File: src/rtl/preg_free_list.sv
// Physical-register free pool for a dual-issue rename stage.
// Grants up to two free pregs per cycle (lowest free index first, slot 1 before
// slot 2) and returns pregs freed by the two retire ports.
// Ports:
//   clk, rst_n                 clock, asynchronous active-low reset
//   alloc_req_1/2              rename slots requesting a destination preg
//   alloc_gnt_1/2              same-cycle grants (combinational)
//   alloc_preg_1/2             granted preg index, 0 when not granted (combinational)
//   stall_o                    requests exceed free pregs; nothing granted (combinational)
//   rel_en_1/2, rel_preg_1/2   retire-port releases, applied at the rising edge
//   free_cnt_o                 registered count of free pregs
//   dbl_free_o                 sticky double-free flag, cleared only by reset
module preg_free_list #(
    parameter int unsigned NUM_PREG = 64,
    parameter int unsigned NUM_AREG = 32,
    parameter int unsigned PREG_W   = 6
) (
    input  logic                clk,
    input  logic                rst_n,
    input  logic                alloc_req_1,
    input  logic                alloc_req_2,
    output logic                alloc_gnt_1,
    output logic                alloc_gnt_2,
    output logic [PREG_W-1:0]   alloc_preg_1,
    output logic [PREG_W-1:0]   alloc_preg_2,
    output logic                stall_o,
    input  logic                rel_en_1,
    input  logic [PREG_W-1:0]   rel_preg_1,
    input  logic                rel_en_2,
    input  logic [PREG_W-1:0]   rel_preg_2,
    output logic [PREG_W:0]     free_cnt_o,
    output logic                dbl_free_o
);

    localparam int unsigned CNT_W = PREG_W + 1;
    localparam logic [NUM_PREG-1:0] RESET_USED =
        {{(NUM_PREG - NUM_AREG){1'b0}}, {NUM_AREG{1'b1}}};
    localparam logic [CNT_W-1:0] RESET_CNT = CNT_W'(NUM_PREG - NUM_AREG);

    logic [NUM_PREG-1:0] used;
    logic [NUM_PREG-1:0] used_next;
    logic [CNT_W-1:0]    free_cnt;
    logic [CNT_W-1:0]    free_cnt_next;
    logic                dbl_free;
    logic                dbl_free_next;

    logic [PREG_W-1:0]   first_idx;
    logic [PREG_W-1:0]   second_idx;
    logic                first_ok;
    logic                second_ok;
    logic [CNT_W-1:0]    nreq;
    logic [NUM_PREG-1:0] grant_mask;
    logic [NUM_PREG-1:0] rel_mask;
    logic [CNT_W-1:0]    ngrant;
    logic [CNT_W-1:0]    nrel;
    logic                rel1_hit;
    logic                rel2_hit;
    logic                rel1_ok;
    logic                rel2_ok;
    logic                rel_same;

    // Two lowest free indices from the registered bitmap only.
    always_comb begin
        first_idx  = '0;
        second_idx = '0;
        first_ok   = 1'b0;
        second_ok  = 1'b0;
        for (int i = 0; i < NUM_PREG; i++) begin
            if (!used[i]) begin
                if (!first_ok) begin
                    first_ok  = 1'b1;
                    first_idx = PREG_W'(i);
                end else if (!second_ok) begin
                    second_ok  = 1'b1;
                    second_idx = PREG_W'(i);
                end
            end
        end
    end

    // All-or-nothing grant; a lone slot-2 request takes the lowest free index.
    always_comb begin
        nreq         = CNT_W'(alloc_req_1) + CNT_W'(alloc_req_2);
        stall_o      = (nreq > free_cnt);
        alloc_gnt_1  = alloc_req_1 && !stall_o;
        alloc_gnt_2  = alloc_req_2 && !stall_o;
        alloc_preg_1 = '0;
        alloc_preg_2 = '0;
        grant_mask   = '0;
        if (alloc_gnt_1) begin
            alloc_preg_1 = first_idx;
            grant_mask   = grant_mask | (NUM_PREG'(1) << first_idx);
        end
        if (alloc_gnt_2) begin
            alloc_preg_2 = alloc_req_1 ? second_idx : first_idx;
            grant_mask   = grant_mask | (NUM_PREG'(1) << alloc_preg_2);
        end
        ngrant = CNT_W'(alloc_gnt_1) + CNT_W'(alloc_gnt_2);
    end

    // Releases: P0 never freed; an already-free target or a duplicated
    // index across ports flags a double free and is applied at most once.
    always_comb begin
        rel1_hit = rel_en_1 && (rel_preg_1 != '0);
        rel2_hit = rel_en_2 && (rel_preg_2 != '0);
        rel_same = rel1_hit && rel2_hit && (rel_preg_1 == rel_preg_2);
        rel1_ok  = rel1_hit && used[rel_preg_1];
        rel2_ok  = rel2_hit && used[rel_preg_2] && !rel_same;
        rel_mask = '0;
        if (rel1_ok) begin
            rel_mask = rel_mask | (NUM_PREG'(1) << rel_preg_1);
        end
        if (rel2_ok) begin
            rel_mask = rel_mask | (NUM_PREG'(1) << rel_preg_2);
        end
        nrel          = CNT_W'(rel1_ok) + CNT_W'(rel2_ok);
        dbl_free_next = dbl_free
                      || (rel1_hit && !used[rel_preg_1])
                      || (rel2_hit && !used[rel_preg_2])
                      || rel_same;
        // Granted entries are free and released ones are used, so the masks are disjoint.
        used_next     = (used | grant_mask) & ~rel_mask;
        free_cnt_next = free_cnt - ngrant + nrel;
    end

    always_ff @(posedge clk or negedge rst_n) begin
        if (!rst_n) begin
            used     <= RESET_USED;
            free_cnt <= RESET_CNT;
            dbl_free <= 1'b0;
        end else begin
            used     <= used_next;
            free_cnt <= free_cnt_next;
            dbl_free <= dbl_free_next;
        end
    end

    // Counter must track the bitmap exactly.
    always_ff @(posedge clk) begin
        if (rst_n) begin
            assert (free_cnt == CNT_W'($countones(~used)));
        end
    end

    assign free_cnt_o = free_cnt;
    assign dbl_free_o = dbl_free;

endmodule

File: config.mk
export PLATFORM = sky130hd
export DESIGN_NAME = preg_free_list
export DESIGN_NICKNAME = d
export VERILOG_FILES = /design/src/rtl/preg_free_list.sv
export SDC_FILE = /design/constraint.sdc
export NUM_CORES = 1
export LEC_CHECK = 0
export CAP_MARGIN = 0
export CORE_ASPECT_RATIO = 0.8
export CORE_MARGIN = 2
export CORE_UTILIZATION = 65
export DETAILED_ROUTE_END_ITERATION = 6
export PLACE_DENSITY = 0.9
export SYNTH_ARGS = -nofsm -noshare
export SYNTH_HDL_FRONTEND = slang
export SYNTH_SLANG_ARGS = --single-unit
File: constraint.sdc
create_clock -name clk -period 25.7 [get_ports clk]
set_clock_uncertainty 0.1 [all_clocks]
set_input_delay 7.71 -clock clk [delete_from_list [all_inputs] [get_ports clk]]
set_output_delay 7.71 -clock clk [all_outputs]
set_load 0.03 [all_outputs]
### Yosys cells after proc, flatten, opt, wreduce, memory -nomap -nowiden

Cells that the tools add are included.

* bits in registers: 72
* bits of input ports: 18
* logic and storage cells: 552

* add/sub/neg operators: 5
* $lt $le $gt $ge: 3
* equal/unequal tests: 1
* shift operators: 4
* multiplexer cells: 511
* bitwise logic cells: 5
* reductions and logical operators: 20

Operator list (count)
* 2-to-1 mux 6 bit: 313
* 2-to-1 mux 64 bit: 4
* << shifter 1 x 6 -> 64 bit, first input constant: 4
* 2-to-1 mux 1 bit: 192
* OR 64 bit: 3
* bitwise AND 64 bit: 1
* inverter 64 bit: 1
* less-than comparator 6 x 7 -> 1 bit, second input constant: 2
* binary-select mux 1 bit (select 6 bit): 2
* nonzero test 6 bit: 2
* logical AND 1 bit: 11
* adder 7 x 2 -> 7 bit: 1
* > comparator 2 x 7 -> 1 bit: 1
* subtractor 7 x 2 -> 7 bit: 1
* adder 1 x 1 -> 2 bit: 3
* == test 6 bit: 1
* zero test 1 bit: 4
* logical OR 1 bit: 3

### Depth between registers and ports, before layout

* depth in word-level cells: 194
* gate-level depth with buffers: 37
* depth with buffers taken out: 34

### Least setup slack after synthesis

No wires, ideal clock.

* kind: input-to-output
* from: input port alloc_req_1
* to: output port alloc_preg_2[0]
* arrival: 9433 ps
* data required time: 17890 ps
* slack: 8457 ps
* cell stages on the path: 7
* path buffers: 0
* path through: ha_1 inv_1 ha_1 nand2_1 o21ai_0 nand2_1 nor3_1

* longest elaborated chain between the ends: 5
* elaborated cells between the ends (all ways): 6
* those cells by class: 1 x add/sub; 1 x order compare; 2 x mux; 2 x reduce/logical

Ends and longest elaborated chain
* start: declaration: line 20 `input logic alloc_req_1,`
* adder 1 x 1 -> 2 bit: line 83 `nreq = CNT_W'(alloc_req_1) + CNT_W'(alloc_req_2);`
* > comparator 2 x 7 -> 1 bit: line 84 `stall_o = (nreq > free_cnt);`
* zero test 1 bit: line 86 `alloc_gnt_2 = alloc_req_2 && !stall_o;`
* logical AND 1 bit: line 86
* 2-to-1 mux 6 bit *: line 94 `if (alloc_gnt_2) begin`
* end: declaration: line 25 `output logic [PREG_W-1:0] alloc_preg_2,`

Mark *: on every way between the ends. The rest lies on a longest branch, timed or not.

### Worst setup path in the final report

* from: input port alloc_req_1
* to: output port alloc_preg_1[0]

* longest elaborated chain between the ends: 5

Ends and longest elaborated chain
* adder 1 x 1 -> 2 bit: line 83
* > comparator 2 x 7 -> 1 bit: line 84
* zero test 1 bit: line 85 `alloc_gnt_1 = alloc_req_1 && !stall_o;`
* logical AND 1 bit *: line 85
* 2-to-1 mux 6 bit *: line 90 `if (alloc_gnt_1) begin`
* end: declaration: line 24 `output logic [PREG_W-1:0] alloc_preg_1,`

Marks and branches as above.

==> qor.txt <==
total core area: 18000 um2
leading register cell type out of synthesis: sky130_fd_sc_hd__dfrtp_1
main area contributors after synthesis: sky130_fd_sc_hd__a21oi_1 (8.5%), sky130_fd_sc_hd__dfrtp_1 (8.2%), sky130_fd_sc_hd__mux4_2 (8.0%), sky130_fd_sc_hd__dfstp_2 (7.3%), sky130_fd_sc_hd__nor2_1 (5.9%)
remaining routing DRC violations: 27
diode count: 0
final worst-path cycle share: 72.9%
data arrival time of the critical path: 10.92 ns
slew of the pin with the lowest slew margin: 1.35 ns
routed wirelength normalized by instance count: 24.1 um
Total Nets Final: 1633
gpl congestion: 1.11
number of antenna violations at the first check in global routing: 2
crit path kind: input pin to output port
total count of hold-check failures in the final report: 0
clock buffers created by TritonCTS: 9
upper clock frequency limit: 53.4 MHz
Cells after DPL: 1813
TritonCTS clock tree: done
status: finished with violations
number of global-route vias before repair: 12543
crit path time final: 18.73 ns
iteration count of the initial detailed-routing pass: 7
critical path peak fanout: 43
combined flip-flop and latch cell area: 1840 um2
Routed Antenna Nets: 0
number of nets produced by synthesis: 1706
largest net degree at the start of global routing: 73
first-iteration detailed-routing DRC count: 2655
number of clock sinks: 72
EDFF count, synth: 0
maxcap violations: 0
Async S/R FF share, synth: 100%
cell depth of the worst hold path: 2
required time of the critical path: 17.89 ns
syn_area_per_cell: 7.11 um2
Post-Route Setup TNS: 0 ns
Die X-Extent: 155 um
H-tree levels: 3
Die Ht: 125 um
all-layer global routing usage: 44.7%
later-pin clock latency in the skew report: 0.34 ns
non-filler cells, final: 1829
layout cell share with drive strength beyond 1: 11.8%
Critical R2R Launch: used[0]$_DFF_PN1_
most common cell after layout, fill and taps aside: sky130_fd_sc_hd__a21oi_1
Register-to-Register Setup Slack: 15.30 ns
count of hold-fix buffers inserted at cts: 0
crit end category: output port
initial standard-cell utilization of the core: 65.8%
area of the mapped netlist: 11800 um2
final number of setup-violating endpoints: 0
top-level I/O count: 41
capture endpoint of the worst hold path: dbl_free_o$_DFF_PN0_
violated checks: design-rule violations
buffer type at the clock tree root: sky130_fd_sc_hd__clkbuf_16
number of storage elements in the synthesis netlist: 72
Resized Gates After CTS: 0
area used by multi-input combinational logic: 9190 um2
clock-pin slew reported for the worst setup and hold paths after clock tree synthesis: 0.06 ns
number of port buffers: 40
max-slew violations: 0
HPWL Detailed: 32900 um
total die area: 19300 um2
first-pass GRT wire length: 69100 um
number of warnings issued by yosys: 0
vias per inst: 7.72
unrepaired setup endpoints after global routing: no
worst-case reg-to-reg path depth: 28
total number of placement rows: 44
via total after detailed routing: 14119
critical path startpoint category: input pin
Fill cells: 1530
share of the synthesized area in the top cell type: 8.49%
hold_sp: dbl_free_o$_DFF_PN0_
layout overhead on the synthesized area: 4.36%
library cell with the largest summed area after synthesis: sky130_fd_sc_hd__a21oi_1
setup repair bufs after CTS: 0
post-synthesis sequential area ratio: 15.6%
slew margin rel.: 9.98%
class of the tightest hold or removal check: flip-flop to flip-flop
global route total overflow: 0
cell count after synthesis: 1667
Unique masters post-synth: 102
deepest clock path buffer count: 2
final wirelength: 44100 um
most frequent cells in the layout: sky130_fd_sc_hd__a21oi_1 (200), sky130_fd_sc_hd__nor2_1 (187), sky130_fd_sc_hd__nand2_1 (153)
critical register-to-register path endpoint: used[19]$_DFF_PN1_
-- area by class of cell --
type	count	area share (%)
Clock buffer	11	2.04
Clock inverter	5	0.314
Inverter	62	1.88
Multi-Input combinational cell	1393	74.4
Sequential cell	72	14.9
Tap cell	230	2.33
Timing Repair Buffer	56	4.17
-- synth_stat cells (15+ instances only) --
library cell	instances
sky130_fd_sc_hd__a21oi_1	201
sky130_fd_sc_hd__a31oi_1	38
sky130_fd_sc_hd__and3_1	15
sky130_fd_sc_hd__clkbuf_1	106
sky130_fd_sc_hd__dfrtp_1	39
sky130_fd_sc_hd__dfstp_2	33
sky130_fd_sc_hd__ha_1	18
sky130_fd_sc_hd__inv_1	59
sky130_fd_sc_hd__mux4_2	42
sky130_fd_sc_hd__nand2_1	153
sky130_fd_sc_hd__nand2b_1	29
sky130_fd_sc_hd__nand3_1	52
sky130_fd_sc_hd__nand4_1	21
sky130_fd_sc_hd__nor2_1	187
sky130_fd_sc_hd__nor2b_1	28
sky130_fd_sc_hd__nor3_1	43
sky130_fd_sc_hd__o2111ai_1	24
sky130_fd_sc_hd__o211ai_1	45
sky130_fd_sc_hd__o21ai_0	86
sky130_fd_sc_hd__o22ai_1	77
-- worst max-delay path by stage --
stage                                  from         endpoint  cells past startpoint
final                           alloc_req_1  alloc_preg_1[0]                     13
after global routing      used[0]$_DFF_PN1_  alloc_preg_2[0]                     35
after CTS                       alloc_req_1  alloc_preg_1[0]                     13
after detailed placement        alloc_req_1  alloc_preg_1[0]                     13
after global placement          alloc_req_1  alloc_preg_1[0]                     13
after floorplan                 alloc_req_1  alloc_preg_2[0]                      7
-- registers in the layout, indices dropped and copies added, names as in the netlist --
register,cells
dbl_free_o,1
used,64
free_cnt_o,7
-- per-layer routing --
layer / GRT usage (%) / part of all wire, % / up-vias
met3: 15.9 / 17 / 200
met1: 63.7 / 39 / 6394
met2: 62.2 / 40 / 1311
li1: - / - / 6210
met4: 15.5 / 4.2 / 4
met5: 0 / 0.064 / -
-- cells by family (layout without fill, tap and decap cells) --
logic type	Yosys count	in the layout	share of synthesized area, %
DFF	72	72	15.6
adders and majority gates	35	35	3.59
buffers and inverters	202	134	7.02
xor gates and xnor gates	20	20	1.48
AOI/OAI and AO/OA	662	662	37.5
muxes	50	50	8.67
and+or+nand+nor	626	626	26.2
-- metrics by stage --
step / worst slack (ns) / util, % / hold slack, ns / area, um2
global placement: 7.11 / 67.0 / 0.374 / 12100
floorplan: 8.46 / - / 0.442 / 11800
detailed placement: 7.04 / 67.0 / 0.407 / 12100
finish: 6.97 / 68.7 / 0.425 / 12400
global route: 6.66 / 68.7 / 0.461 / 12400
CTS: 7.02 / 68.7 / 0.426 / 12400
-- critical path, cell delays in order --
cell and delay [ns]:
sky130_fd_sc_hd__clkdlybuf4s50_1 0.45, sky130_fd_sc_hd__buf_4 0.42, sky130_fd_sc_hd__ha_1 0.33, sky130_fd_sc_hd__inv_1 0.06, sky130_fd_sc_hd__ha_1 0.14, sky130_fd_sc_hd__inv_1 0.04
sky130_fd_sc_hd__a21oi_1 0.13, sky130_fd_sc_hd__nor3_1 0.06, sky130_fd_sc_hd__o21ai_0 0.15, sky130_fd_sc_hd__nand2_1 0.38, sky130_fd_sc_hd__inv_1 0.23, sky130_fd_sc_hd__and2_1 0.15
sky130_fd_sc_hd__clkdlybuf4s50_1 0.66
Power is left out: the tool's default activity adds up to more than one toggle a clock period on the data nets, which glitch-free logic cannot reach.
